==> src/rtl/cpu_sequencer.sv <==
// Instruction sequencer for the 8-bit CPU: walks each opcode through its control
// states, stalls on memory, resolves conditional jumps, holds in HALT, flags bad opcodes.
module cpu_sequencer #(
    parameter int OPCODE_W = 4,
    parameter int STATE_W  = 4,
    parameter int CYCLE_W  = 3
) (
    input  logic                clk,
    input  logic                reset,
    input  logic [OPCODE_W-1:0] opcode,
    input  logic                zero_flag,
    input  logic                mem_ready,
    input  logic                resume,
    output logic [STATE_W-1:0]  state,
    output logic [CYCLE_W-1:0]  cycle,
    output logic                inst_done,
    output logic                halted,
    output logic                illegal
);

    typedef enum logic [3:0] {
        FETCH_PC   = 4'd0,
        FETCH_INST = 4'd1,
        HALT       = 4'd2,
        JUMP       = 4'd3,
        OUT_A      = 4'd4,
        NEXT       = 4'd5,
        LOAD_ADDR  = 4'd6,
        RAM_A      = 4'd7,
        RAM_B      = 4'd8,
        ALU_OP     = 4'd9,
        STORE_A    = 4'd10
    } state_t;

    localparam logic [3:0] OP_NOP = 4'd0;
    localparam logic [3:0] OP_LDA = 4'd1;
    localparam logic [3:0] OP_STA = 4'd4;
    localparam logic [3:0] OP_OUT = 4'd5;
    localparam logic [3:0] OP_JMP = 4'd6;
    localparam logic [3:0] OP_JEZ = 4'd7;
    localparam logic [3:0] OP_JNZ = 4'd8;
    localparam logic [3:0] OP_HLT = 4'd15;

    state_t               state_q, state_d;
    logic [CYCLE_W-1:0]   cycle_q, cycle_d;
    logic [3:0]           op_q, op_d;
    logic                 illegal_q, illegal_d;
    logic [3:0]           op_lo;
    logic [3:0]           op_eff;
    logic                 op_legal;
    logic                 advance;

    // Illegal opcodes are latched as NOP so the rest of the machine never sees them.
    assign op_lo    = opcode[3:0];
    assign op_legal = ((opcode >> 4) == '0) && ((op_lo <= OP_JNZ) || (op_lo == OP_HLT));
    assign op_eff   = op_legal ? op_lo : OP_NOP;

    always_comb begin
        state_d   = state_q;
        op_d      = op_q;
        illegal_d = illegal_q;
        advance   = 1'b0;
        unique case (state_q)
            FETCH_PC: begin
                advance = 1'b1;
                if (cycle_q == '0) begin
                    state_d = FETCH_INST;
                end else begin
                    case (op_q)
                        OP_JMP:  state_d = JUMP;
                        OP_JEZ:  state_d = zero_flag ? JUMP : NEXT;
                        OP_JNZ:  state_d = zero_flag ? NEXT : JUMP;
                        OP_LDA, OP_STA, 4'd2, 4'd3: state_d = LOAD_ADDR;
                        default: state_d = NEXT;
                    endcase
                end
            end
            FETCH_INST: begin
                if (mem_ready) begin
                    advance   = 1'b1;
                    op_d      = op_eff;
                    illegal_d = illegal_q | ~op_legal;
                    case (op_eff)
                        OP_NOP:  state_d = NEXT;
                        OP_OUT:  state_d = OUT_A;
                        OP_HLT:  state_d = HALT;
                        default: state_d = FETCH_PC;
                    endcase
                end
            end
            LOAD_ADDR: begin
                if (mem_ready) begin
                    advance = 1'b1;
                    case (op_q)
                        OP_LDA:  state_d = RAM_A;
                        OP_STA:  state_d = STORE_A;
                        default: state_d = RAM_B;
                    endcase
                end
            end
            RAM_A, STORE_A: begin
                if (mem_ready) begin
                    advance = 1'b1;
                    state_d = NEXT;
                end
            end
            RAM_B: begin
                if (mem_ready) begin
                    advance = 1'b1;
                    state_d = ALU_OP;
                end
            end
            HALT: begin
                if (resume) begin
                    advance = 1'b1;
                    state_d = NEXT;
                end
            end
            ALU_OP, OUT_A, JUMP, NEXT: begin
                advance = 1'b1;
                state_d = (state_q == NEXT) ? FETCH_PC : NEXT;
            end
            default: begin
                state_d = FETCH_PC;
            end
        endcase
    end

    // The micro-cycle counter restarts only when a new instruction begins.
    always_comb begin
        cycle_d = cycle_q;
        if (advance) begin
            cycle_d = (state_q == NEXT) ? '0 : cycle_q + CYCLE_W'(1);
        end else if (state_d == FETCH_PC) begin
            cycle_d = '0;
        end
    end

    always_ff @(posedge clk or negedge reset) begin
        if (!reset) begin
            state_q   <= FETCH_PC;
            cycle_q   <= '0;
            op_q      <= OP_NOP;
            illegal_q <= 1'b0;
        end else begin
            state_q   <= state_d;
            cycle_q   <= cycle_d;
            op_q      <= op_d;
            illegal_q <= illegal_d;
        end
    end

    assign state     = STATE_W'(state_q);
    assign cycle     = cycle_q;
    assign inst_done = (state_q == NEXT);
    assign halted    = (state_q == HALT);
    assign illegal   = illegal_q;

endmodule

==> config.mk <==
export PLATFORM = sky130hd
export DESIGN_NAME = cpu_sequencer
export DESIGN_NICKNAME = d
export VERILOG_FILES = /design/src/rtl/cpu_sequencer.sv
export SDC_FILE = /design/constraint.sdc
export NUM_CORES = 1
export LEC_CHECK = 0
export ABC_AREA = 0
export CAP_MARGIN = 20
export CORE_MARGIN = 8
export CORE_UTILIZATION = 40
export DETAILED_ROUTE_END_ITERATION = 16
export DONT_BUFFER_PORTS = 1
export SYNTH_ARGS = -nofsm -noshare
export SYNTH_HDL_FRONTEND = slang
export SYNTH_SLANG_ARGS = --single-unit
export TNS_END_PERCENT = 5
==> constraint.sdc <==
create_clock -name clk -period 2.23 [get_ports clk]
set_input_delay 0.3345 -clock clk [delete_from_list [all_inputs] [get_ports clk]]
set_output_delay 0.3345 -clock clk [all_outputs]
set_load 0.005 [all_outputs]
== Word-level counts from Yosys, hierarchy flattened ==
Index checks and enable logic that the tools add are counted.
Storage, ports and cells
  register bits after elaboration: 12
  output and inout port bits: 10
  logic and storage cells: 60
Cells by class
  add/sub/neg operators: 1
  magnitude comparators: 1
  eq/ne operators: 20
  muxes and demuxes: 20
  bitwise gates (word level): 2
  reduce and logical (&&, ||, !) cells: 12
Operators by type and width (number)
  equality test 4 x 3 -> 1 bit (second input constant): 8
  case mux 4 bit (7 select lines): 1
  equality test 4 bit (second input constant): 6
  2-to-1 mux 4 bit: 6
  2-to-1 mux 3 bit: 7
  equality test 4 x 2 -> 1 bit (second input constant): 4
  zero test 4 bit: 3
  case mux 3 bit (4 select lines): 1
  OR reduction 5 bit: 2
  case mux 3 bit (3 select lines): 1
  equality test 4 x 1 -> 1 bit (second input constant): 2
  case mux 4 bit (2 select lines): 1
  OR reduction 4 bit: 2
  less-or-equal comparator 4 bit (second input constant): 1
  adder 3 x 1 -> 3 bit (second input constant): 1
  zero test 3 bit: 1
  case mux 1 bit (3 select lines): 1
  2-to-1 mux 1 bit: 2
  AND reduction 2 bit: 1
  nonzero test 2 bit: 1
  OR reduction 2 bit: 1
  logical OR 1 bit: 1
  inverter 1 bit: 1
  OR 1 bit: 1

== Depth between registers and ports, before layout ==
Gate-level depths: netlist (run 1).
  depth in word-level cells: 10
  mapped depth: 8
  gate-level depth less buffers: 8

== Least setup slack after synthesis (run 1) ==
No wires, ideal clock.
  path kind: register -> register
  from: register op_q[2]
  to: register cycle_q[0], in the netlist cycle[0]
  setup time: 0.134 ns
  arrival: 1.818 ns
  data required time: 2.096 ns
  path slack: 0.278 ns
  cell stages (with the launch flop): 8
  buffers on the path: 1
  period minus slack after synthesis: 1.952 ns
  path through: dfrtp_1 -> buf_6 -> or4b_4 -> a21oi_2 -> o31ai_1 -> a311o_2 -> nor4_4 -> o22ai_1
On the way
  cells in the longest elaborated chain, start to end: 7
  elaborated cells on any way between the ends: 15
  classes of those cells: eq/ne (7); mux (5); reduce/logical (3)
RTL lines
  from (decl): RTL line 46  | logic [3:0] op_q, op_d;
  from (signal assigned): RTL line 148  | op_q <= op_d;
  equality test 4 x 3 -> 1 bit (tied with other cells): RTL line 69, 94
  OR reduction 4 bit: RTL line 69  | case (op_q)
  case mux 3 bit (4 select lines): RTL line 69
  2-to-1 mux 3 bit: RTL line 66  | if (cycle_q == '0) begin
  case mux 4 bit (7 select lines) *: RTL line 63  | unique case (state_q)
  named net state_d[2]: RTL line 44  | state_t state_q, state_d;
  zero test 4 bit *: RTL line 134  | end else if (state_d == FETCH_PC) begin
  nonzero test 2 bit (no source line) *
  to (signal assigned): RTL line 147  | cycle_q <= cycle_d;
  to (decl): RTL line 45  | logic [CYCLE_W-1:0] cycle_q, cycle_d;
Mark *: on every way through the listed nets, which the timed path passes. The rest lies on a longest branch.
A chain may end at the register's enable or synchronous reset.

== Worst setup path after layout (run 1) ==
  from: register op_q[1]
  to: register cycle_q[1], in the netlist cycle[1]
Same word-level chain as after synthesis.

==> impl_metrics.yaml, run 1 <==
route:
  vias: 967
  detail-route-antenna-nets: 0
  drt-initial-drc-count: 56
  via_per_inst: 6.12
  post_drt_wl_per_cell_um: 15.8
  wl_mm: 2.50
  first_pass_iters: 4
  drc_errors: 0
logic_synthesis:
  synth_common_cells: "14 x nand2_1, 12 x dfrtp_1, 8 x inv_1, 7 x buf_2, 7 x nor2_1"
  synthArstFlopShare_pct: 100
  synthDistinctLibCells: 52
  synth_cells: 128
  synth_seq_cells: 12
  syn-cell-area_um2: 1050
  synth_top_cell_area_share_pct: 28.7
  yosys_warnings: 0
  synth_ff_type: "dfrtp_1"
  seq_area_frac_synth_pct: 28.7
  synth_enable_flop_cells: 0
  synth_top_area_cell: "dfrtp_1"
  syn_avg_cell_area_um2: 8.17
  synth.most_common_cell: "nand2_1"
  yosys-top-cells-area: "dfrtp_1 29%, nand2_1 5.0%, buf_2 3.3%"
  syn_nets: 139
global_route:
  globalRouteTotalUtil_pct: 11.6
  grt_util_met3_pct: 2.48
  top_usage_layer: "met2"
  grt_pass1_vias: 851
  use_met2_pct: 18.2
  antenna_found_initial: 0
  grt_pass1_wl_mm: 4.19
  met1_usage_pct: 14.9
  grt_max_degree: 19
  grt_overflow_total: 0
floorplanning:
  fp.coreArea_um2: 2480
  die-area_um2: 4510
  row_count: 18
  die_y_um: 67.1
  pin_count: 19
  die_x_um: 67.1
  start_util_pct: 42.2
sta:
  max_freq_mhz: 478
  drv_slew: 0
  hold_viol: 0
  tightest_slew_ns: 0.543
  slew_headroom_pct: 63.7
  setup_viol: 0
  setup_ws_ns: 0.136
  setup_tns_ns: 0
  min_period_ns: 2.09
  hold_ws_ns: 0.219
  rsz0062_at_grt: "false"
  fin_crit_sh_pct: 93.9
  fin_worst_skew_ns: 0.000845
cts:
  cts_setup_buffers: 0
  clock-sinks: 12
  path_clk_slew_ns: 0.07
  cts.path.max_buffers: 2
  insertion_delay_ns: 0.26
  cts_tree: "yes"
  cts_root_buffer: "clkbuf_4"
  cts_buffers: 3
  h-tree-depth: 1
critical_path:
  crit_type: "flip-flop to flip-flop"
  end_kind: "flip-flop"
  reg2reg_setup_slack_ns: 0.14
  rr_endpoint: "cycle[1]$_DFFE_PN0P_"
  reg2reg_from: "op_q[1]$_DFFE_PN0P_"
  worstPathRequired_ns: 2.37
  critPathArrivalTime_ns: 2.24
  reg2reg_depth: 6
  start_kind: "flip-flop"
  worst-path-max-fanout: 8
placed_design:
  io_buffer_count: 0
  gp_congestion: 0.831
  dp.cells: 153
  hpwl_mm: 1.95
  place_area_um2: 1060
  dp_slack_ns: 0.0883
min_path:
  worstHoldPathCells: 1
  hold_path_class: "input pin to flip-flop"
  hold_end: "illegal$_DFFE_PN0P_"
  hp-start: "opcode[3]"
finish:
  seqCellArea_um2: 307
  num-fill-cells: 244
  layout.cells.non_filler: 158
  fin_nets: 140
  drive_gt1_share_pct: 15.6
  num_antenna_cells: 0
  multi_input_area_um2: 666
  stdcell_area_um2: 1120
  syn_to_final_growth_pct: 6.70
outcome:
  outcome: "finished clean"
run:
  drv_cap: 0
power_and_ir_drop:
  powerDensity_nw_per_um2: 1260
  vdd_ir_drop_max_mv: 0.784
  p_leak_nw: 0.442
## critical path, cell delays in order, from the launching register on
cell and delay [ns]:
dfrtp_2 0.45, or4b_4 0.56, a21oi_2 0.17, o31ai_1 0.09
a311o_2 0.40, nor4_4 0.19, o22ai_1 0.11
## metrics by stage
| stage | util (%) | total power, mW |
|---|---|---|
| 2_1_floorplan | - | 1.08 |
| 5_1_grt | 45.1 | 1.53 |
| 6_report | 45.1 | 1.41 |
| 4_1_cts | 44.8 | 1.41 |
| 3_3_place_gp | 42.9 | 1.22 |
| 3_5_place_dp | 42.9 | 1.23 |
## placed cells by master, fill, tap and decap left out, types with 2 or more instances in the layout
cell type / n
a21o_1: 3
and2_1: 4
nor2b_1: 5
nor3_1: 4
o21ai_0: 4
a21oi_1: 3
nand2_1: 14
nand3_1: 6
dfrtp_2: 5
nand2b_1: 5
o22ai_1: 3
o31ai_1: 3
a311oi_1: 2
buf_4: 4
dfrtp_1: 7
inv_1: 8
clkbuf_4: 3
ha_1: 2
a221oi_1: 2
nor2_1: 7
## cell type report
class | count | area share, %
clock buffers | 4 | 3.25
inverters | 8 | 2.69
multi-input cells | 99 | 59.6
flip-flops and latches | 12 | 27.5
well taps | 30 | 3.36
repair buffers | 5 | 3.59
## cell families after synthesis
| family | synth area share (%) |
|---|---|
| compound gates | 27.4 |
| fa+ha+maj | 2.39 |
| simple gates | 31.2 |
| buf+inv | 7.65 |
| flops | 28.7 |
| mux | 0.957 |
| xor+xnor | 1.67 |
## flip-flops by register name, summed over array words and instances, names as in the netlist
| register | count |
|---|---|
| op_q | 4 |
| state | 4 |
| cycle | 3 |
| illegal | 1 |
## per-layer routing
layer	share of wire, %	routed length, µm
met1	44	1100
met2	46	1150
met3	7.9	199
met4	2.0	50
met5	0	0
## how the worst max path moves through the flow
stage | startpoint | end | slack [ns]
floorplan | op_q[2]$_DFFE_PN0P_ | cycle[0]$_DFFE_PN0P_ | 0.28
global placement | state[3]$_DFF_PN0_ | cycle[1]$_DFFE_PN0P_ | 0.11
detailed placement | state[3]$_DFF_PN0_ | cycle[1]$_DFFE_PN0P_ | 0.09
CTS | state[3]$_DFF_PN0_ | cycle[1]$_DFFE_PN0P_ | 0.08
global route | op_q[1]$_DFFE_PN0P_ | cycle[1]$_DFFE_PN0P_ | 0.01
finish | op_q[1]$_DFFE_PN0P_ | cycle[1]$_DFFE_PN0P_ | 0.14
## power by group
| group | total (mW) | switching, mW | internal (mW) |
|---|---|---|---|
| clock | 0.167 | 0.0676 | 0.0991 |
| combinational | 0.730 | 0.381 | 0.349 |
| sequential | 0.509 | 0.193 | 0.316 |
## what timing repair did
item,4_1_cts,5_1_grt
hold buffers,1,0
hold endpoints to repair,12,0
endpoints found under the setup margin,0,3
resized for setup,0,5
Note: power is estimated with default switching activity, not from simulation.
==> inputs of run 2 (changes only) <==
--- a/config.mk
+++ b/config.mk
@@ -5,7 +5,7 @@
 export SDC_FILE = /design/constraint.sdc
 export NUM_CORES = 1
 export LEC_CHECK = 0
-export ABC_AREA = 0
+export ABC_AREA = 1
 export CAP_MARGIN = 20
 export CORE_MARGIN = 8
 export CORE_UTILIZATION = 40
==> run 2 against run 1 <==
Compared with the run above:
- power rose by 9.0%
- utilization rose by 0.35 points
- sequential power fell by 12%
- die area rose by 0.46%
- wire length fell by 2.3%
- worst setup slack improved by 0.40 ns
- area after synthesis rose by 0.60%
- clock-buffer cell count fell by 1
- synthesized cell count rose by 21%
- non-clock buffer count fell by 3
- design area rose by 0.78%
==> impl_metrics.yaml, run 2 <==
outcome:
  outcome: "finished clean"
min_path:
  hold_path_class: "input pin to flip-flop"
  worstHoldPathCells: 2
power_and_ir_drop:
  vdd_ir_drop_max_mv: 0.620
  p_leak_nw: 0.571
  power_switching_uw: 808
  clock_power_share_pct: 8.6
  sw_frac_of_total_pct: 52.8
  sequentialPowerShare_pct: 29.2
  powerDensity_nw_per_um2: 1360
  comb_power_share_pct: 62.2
  power_mw: 1.53
  p_int_uw: 724
cts:
  cts_root_buffer: "clkbuf_4"
  h-tree-depth: 1
  insertion_delay_ns: 0.27
  path_clk_slew_ns: 0.07
  clock-sinks: 12
  cts.path.max_buffers: 2
  ctsResizeCount: 0
  cts_tree: "yes"
  cts_buffers: 3
logic_synthesis:
  synth_top_area_cell: "dfrtp_1"
  synth_cells: 155
  synthMuxAreaShare_pct: 0
  synth_ff_type: "dfrtp_1"
  synth_top_family_by_area: "simple AND/OR/NAND/NOR gates"
  synthDistinctLibCells: 30
  synth_xor_area_share_pct: 0.832
  seq_area_frac_synth_pct: 28.5
  synth_compound_gate_area_share_pct: 11.1
  synth_seq_cells: 12
  synth_enable_flop_cells: 0
  yosys-top-cells-area: "dfrtp_1 29%, nand2_1 15%, nor2_1 6.8%"
  synth-simple-area-share_pct: 48.9
  synth_common_cells: "42 x nand2_1, 19 x nor2_1, 12 x dfrtp_1, 12 x inv_1, 10 x nand3_1"
  yosys_warnings: 0
  synthArstFlopShare_pct: 100
  syn-cell-area_um2: 1050
  syn_nets: 166
  syn_avg_cell_area_um2: 6.79
  synth_top_cell_area_share_pct: 28.5
  synth.most_common_cell: "nand2_1"
  synth-adder-area-share_pct: 2.38
sta:
  rsz0062_at_grt: "false"
  fin_worst_skew_ns: 0.000745
  tightest_slew_ns: 0.552
  setup_tns_ns: 0
  max_freq_mhz: 592
  drv_slew: 0
  hold_viol: 0
  fin_crit_sh_pct: 75.8
  setup_viol: 0
  slew_headroom_pct: 63.1
  min_period_ns: 1.69
critical_path:
  critPathBufInv: 1
  worstPathRequired_ns: 2.39
  reg2reg_depth: 9
  critPathTopFamily: "simple AND/OR/NAND/NOR gates"
  crit_type: "flip-flop to flip-flop"
  worst-path-max-fanout: 7
  critPathSlowestCell: "dfrtp_1"
  end_kind: "flip-flop"
  cpPeakStageDelay_ns: 0.52
  crit_chain: "inv_2 > nand2_2 > nor2_2 > nor4_2 > nor2_1 > nor3_4 > nor2_2 > nand2_1 > nand2_1"
  start_kind: "flip-flop"
  critPathArrivalTime_ns: 1.85
  cp_num_cells: 9
finish:
  layout_commonest_cell: "nand2_1"
  drive_gt1_share_pct: 22.6
  fin_nets: 172
  mostFrequentLayoutCells: "42 x nand2_1, 19 x nor2_1, 12 x inv_1, 12 x dfrtp_1, 10 x nand3_1"
  syn_to_final_growth_pct: 6.90
  fin_util_pct: 45.4
  num_antenna_cells: 0
floorplanning:
  fp.coreArea_um2: 2480
  start_util_pct: 42.5
  die-area_um2: 4530
  die_y_um: 67.3
  die_x_um: 67.3
  row_count: 18
  pin_count: 19
route:
  wl_mm: 2.45
  post_drt_wl_per_cell_um: 12.9
  met1_length_mm: 1.08
  via_per_inst: 5.38
  drc_errors: 0
  vias: 1016
  drt-initial-drc-count: 48
  first_pass_iters: 4
  top_layer: "met4"
  detail-route-antenna-nets: 0
  dr_wl_met3_um: 173
  dr_wl_met2_mm: 1.14
global_route:
  grt_pass1_vias: 920
  grt_max_degree: 13
  grt_overflow_total: 0
  globalRouteTotalUtil_pct: 11.7
  antenna_found_initial: 0
  grt_pass1_wl_mm: 4.15
placed_design:
  io_buffer_count: 0
  gp_congestion: 0.876
  hpwl_mm: 2.03
run:
  drv_cap: 0
[run 2: cell count changes after synthesis, sizes merged, moves of 5 or more]
cell / before / now
buf: 9 / 1
nand3: 6 / 15
nand2: 14 / 48
inv: 8 / 21
nor2: 7 / 25
nand2b: 5 / 0
nor2b: 5 / 0
[run 2: power by group through the flow]
stage / clock (mW) / sequential, mW / combinational, mW
final: 0.132 / 0.447 / 0.953
after global placement: 0 / 0.448 / 0.938
after detailed placement: 0 / 0.454 / 0.955
after global routing: 0.150 / 0.465 / 1.09
after CTS: 0.138 / 0.449 / 0.965
after floorplan: 0 / 0.417 / 0.792
[run 2: worst paths after layout]
kind | start | end | slack, ns
min in group asynchronous | reset | op_q[1]$_DFFE_PN0P_ | 0.49
min | opcode[1] | op_q[1]$_DFFE_PN0P_ | 0.21
max reg2reg | state[0]$_DFF_PN0_ | cycle[2]$_DFFE_PN0P_ | 0.54
max | state[0]$_DFF_PN0_ | cycle[2]$_DFFE_PN0P_ | 0.54
max in group asynchronous | reset | state[2]$_DFF_PN0_ | 1.38
min reg2reg | illegal$_DFFE_PN0P_ | illegal$_DFFE_PN0P_ | 0.52
[run 2: area by class of cell]
class / instances / area, µm²
flip-flops and latches: 12 / 300
multi-input cells: 120 / 664
well taps: 30 / 37.5
inverters: 22 / 82.6
fillers: 267 / 1350
repair buffers: 2 / 17.5
clock buffers: 3 / 22.5
[run 2: per-stage QoR]
stage	hold WS, ns	cell area (µm²)	worst slack, ns	std cells
2_1_floorplan	0.0389	1050	0.792	155
3_3_place_gp	0.0393	1090	0.544	185
3_5_place_dp	0.0393	1090	0.562	185
4_1_cts	0.212	1120	0.539	189
5_1_grt	0.219	1120	0.342	189
6_report	0.213	1120	0.540	189
[run 2: cells by family after synthesis]
| logic type | Yosys count |
|---|---|
| XOR/XNOR | 1 |
| AND/OR/NAND/NOR | 97 |
| adder cells (fa/ha/maj) | 2 |
| buffers and inverters | 23 |
| flip-flops | 12 |
| AO/OA/AOI/OAI | 20 |
[run 2: worst reg2reg max path, cell delays in order, from the launching register on]
cell	delay (ns)
dfrtp_1	0.52
inv_2	0.11
nand2_2	0.13
nor2_2	0.09
nor4_2	0.27
nor2_1	0.10
nor3_4	0.19
nor2_2	0.08
nand2_1	0.06
nand2_1	0.05
[run 2: routing by layer]
metal,vias up,track usage (%)
met3,7,2.65
met1,473,14.9
li1,508,-
met5,-,0
met2,28,18.0
met4,0,6.01
[run 2: what timing repair did]
action	4_1_cts	5_1_grt
hold buffers	1	0
buffers inserted	0	0
endpoints found under the hold margin	12	0
==> inputs of run 3 (changes only) <==
--- a/config.mk
+++ b/config.mk
@@ -5,7 +5,7 @@
 export SDC_FILE = /design/constraint.sdc
 export NUM_CORES = 1
 export LEC_CHECK = 0
-export ABC_AREA = 1
+export ABC_AREA = 0
 export CAP_MARGIN = 20
 export CORE_MARGIN = 8
 export CORE_UTILIZATION = 40
==> constraint.sdc (replaced) <==
create_clock -name clk -period 1.37 [get_ports clk]
set_input_delay 0.2055 -clock clk [delete_from_list [all_inputs] [get_ports clk]]
set_output_delay 0.2055 -clock clk [all_outputs]
set_load 0.005 [all_outputs]
==> run 3 against run 2 <==
Compared with the run above:
- the flow now finishes with violations (setup timing)
- utilization rose by 14 points
- non-clock buffer count rose by 35
- sequential cell count did not move
- combinational power rose by 130%
- critical path depth fell by 3
- worst hold slack got worse by 0.14 ns
- via count rose by 10%
- critical endpoint is now cycle[1]$_DFFE_PN0P_
- highest routed layer unchanged
==> impl_metrics.yaml, run 3 (synthesized netlist as in run 1, its figures left out) <==
floorplanning:
  start_util_pct: 42.2
  die_x_um: 67.1
  die_y_um: 67.1
  pin_count: 19
  die-area_um2: 4510
  fp.coreArea_um2: 2480
  row_count: 18
critical_path:
  worst-path-max-fanout: 4
  end_kind: "flip-flop"
  crit_chain: "or4b_4 > a21oi_2 > o31ai_1 > a311o_2 > nor4_4 > o22ai_1"
  critPathSlowestCell: "or4b_4"
  critPathArrivalTime_ns: 2.16
  worstPathRequired_ns: 1.51
  reg2reg_setup_slack_ns: -0.65
  cpPeakStageDelay_ns: 0.54
  crit_type: "flip-flop to flip-flop"
  start_kind: "flip-flop"
placed_design:
  hpwl_mm: 2.28
  gp_congestion: 0.862
  io_buffer_count: 0
  place_area_um2: 1300
  dp.cells: 185
cts:
  clock-sinks: 12
  cts_tree: "yes"
  path_clk_slew_ns: 0.08
  cts_root_buffer: "clkbuf_4"
  insertion_delay_ns: 0.27
  cts_buffers: 3
  cts.path.max_buffers: 2
  cts_setup_buffers: 0
  h-tree-depth: 1
route:
  via_per_inst: 5.90
  post_drt_wl_per_cell_um: 16.6
  drc_errors: 0
  wl_mm: 3.16
  first_pass_iters: 4
  drt-initial-drc-count: 60
  detail-route-antenna-nets: 0
  vias: 1121
sta:
  hold_viol: 0
  setup_viol: 11
  tightest_slew_ns: 0.534
  fin_crit_sh_pct: 147
  setup_ws_ns: -0.648
  max_freq_mhz: 496
  slew_headroom_pct: 64.3
  hold_ws_ns: 0.0727
  drv_slew: 0
  setup_tns_ns: -3.38
  min_period_ns: 2.02
  fin_worst_skew_ns: 0.00254
  rsz0062_at_grt: "true"
global_route:
  grt_pass1_vias: 1073
  globalRouteTotalUtil_pct: 14.1
  antenna_found_initial: 0
  grt_overflow_total: 0
  grt_max_degree: 14
  grt_pass1_wl_mm: 4.99
min_path:
  hold_path_class: "input pin to flip-flop"
finish:
  mostFrequentLayoutCells: "32 x buf_4, 13 x nand2_1, 8 x inv_1, 8 x dfrtp_1"
  fin_util_pct: 59.1
  stdcell_area_um2: 1470
  layout.cells.non_filler: 190
  syn_to_final_growth_pct: 40.1
  num_antenna_cells: 0
  fin_nets: 172
  layout_commonest_cell: "buf_4"
  drive_gt1_share_pct: 42.5
run:
  drv_cap: 0
outcome:
  violations: "setup timing"
  outcome: "finished with violations"
power_and_ir_drop:
  powerDensity_nw_per_um2: 2170
  p_leak_nw: 0.642
  vdd_ir_drop_max_mv: 1.45
## run 3: critical path: cells and delay by family, from the launching register on
family	cells	cell delay [ns]
AO/OA/AOI/OAI	4	0.70
flip-flops	1	0.43
AND/OR/NAND/NOR	2	0.76
## run 3: per-stage QoR
step	worst slack [ns]	power, mW
6_report	-0.648	3.18
3_5_place_dp	-0.650	2.55
5_1_grt	-0.757	3.42
4_1_cts	-0.610	2.95
2_1_floorplan	-0.582	1.75
3_3_place_gp	-0.664	2.51
## run 3: layer usage
metal / part of all wire, % / vias to the layer above / global-route usage, %
li1: - / 538 / -
met1: 41 / 540 / 16.4
met2: 50 / 35 / 23.8
met3: 5.9 / 8 / 2.98
met4: 2.5 / 0 / 7.83
met5: 0 / - / 0
## run 3: timing repair
action                                 in CTS  in global routing
hold buffers                                1                  0
endpoints found under the hold margin      12                  0
setup endpoints to repair                  14                 14
resized for setup                          12                 20
pin swaps                                   4                  6
## run 3: where the power goes
part | leakage (nW) | switching (mW) | internal, mW
logic | 0.476 | 1.02 | 1.15
registers | 0.145 | 0.218 | 0.511
clock network | 0.0210 | 0.118 | 0.162
## run 3: final cells by class
cell class	instances	area, µm²
fillers	225	1010
multi-input cells	99	761
flip-flops and latches	12	305
repair buffers	37	295
well taps	30	37.5
clock buffers	4	36.3
inverters	8	30.0
## run 3: final timing paths
path,start,end,depth (start not counted)
worst max-delay path,op_q[2]$_DFFE_PN0P_,cycle[1]$_DFFE_PN0P_,6
worst min-delay path,opcode[0],op_q[0]$_DFFE_PN0P_,2
worst max register to register,op_q[2]$_DFFE_PN0P_,cycle[1]$_DFFE_PN0P_,6
worst min register to register,illegal$_DFFE_PN0P_,illegal$_DFFE_PN0P_,1
max in group asynchronous,reset,state[3]$_DFF_PN0_,1
min in group asynchronous,reset,state[0]$_DFF_PN0_,1
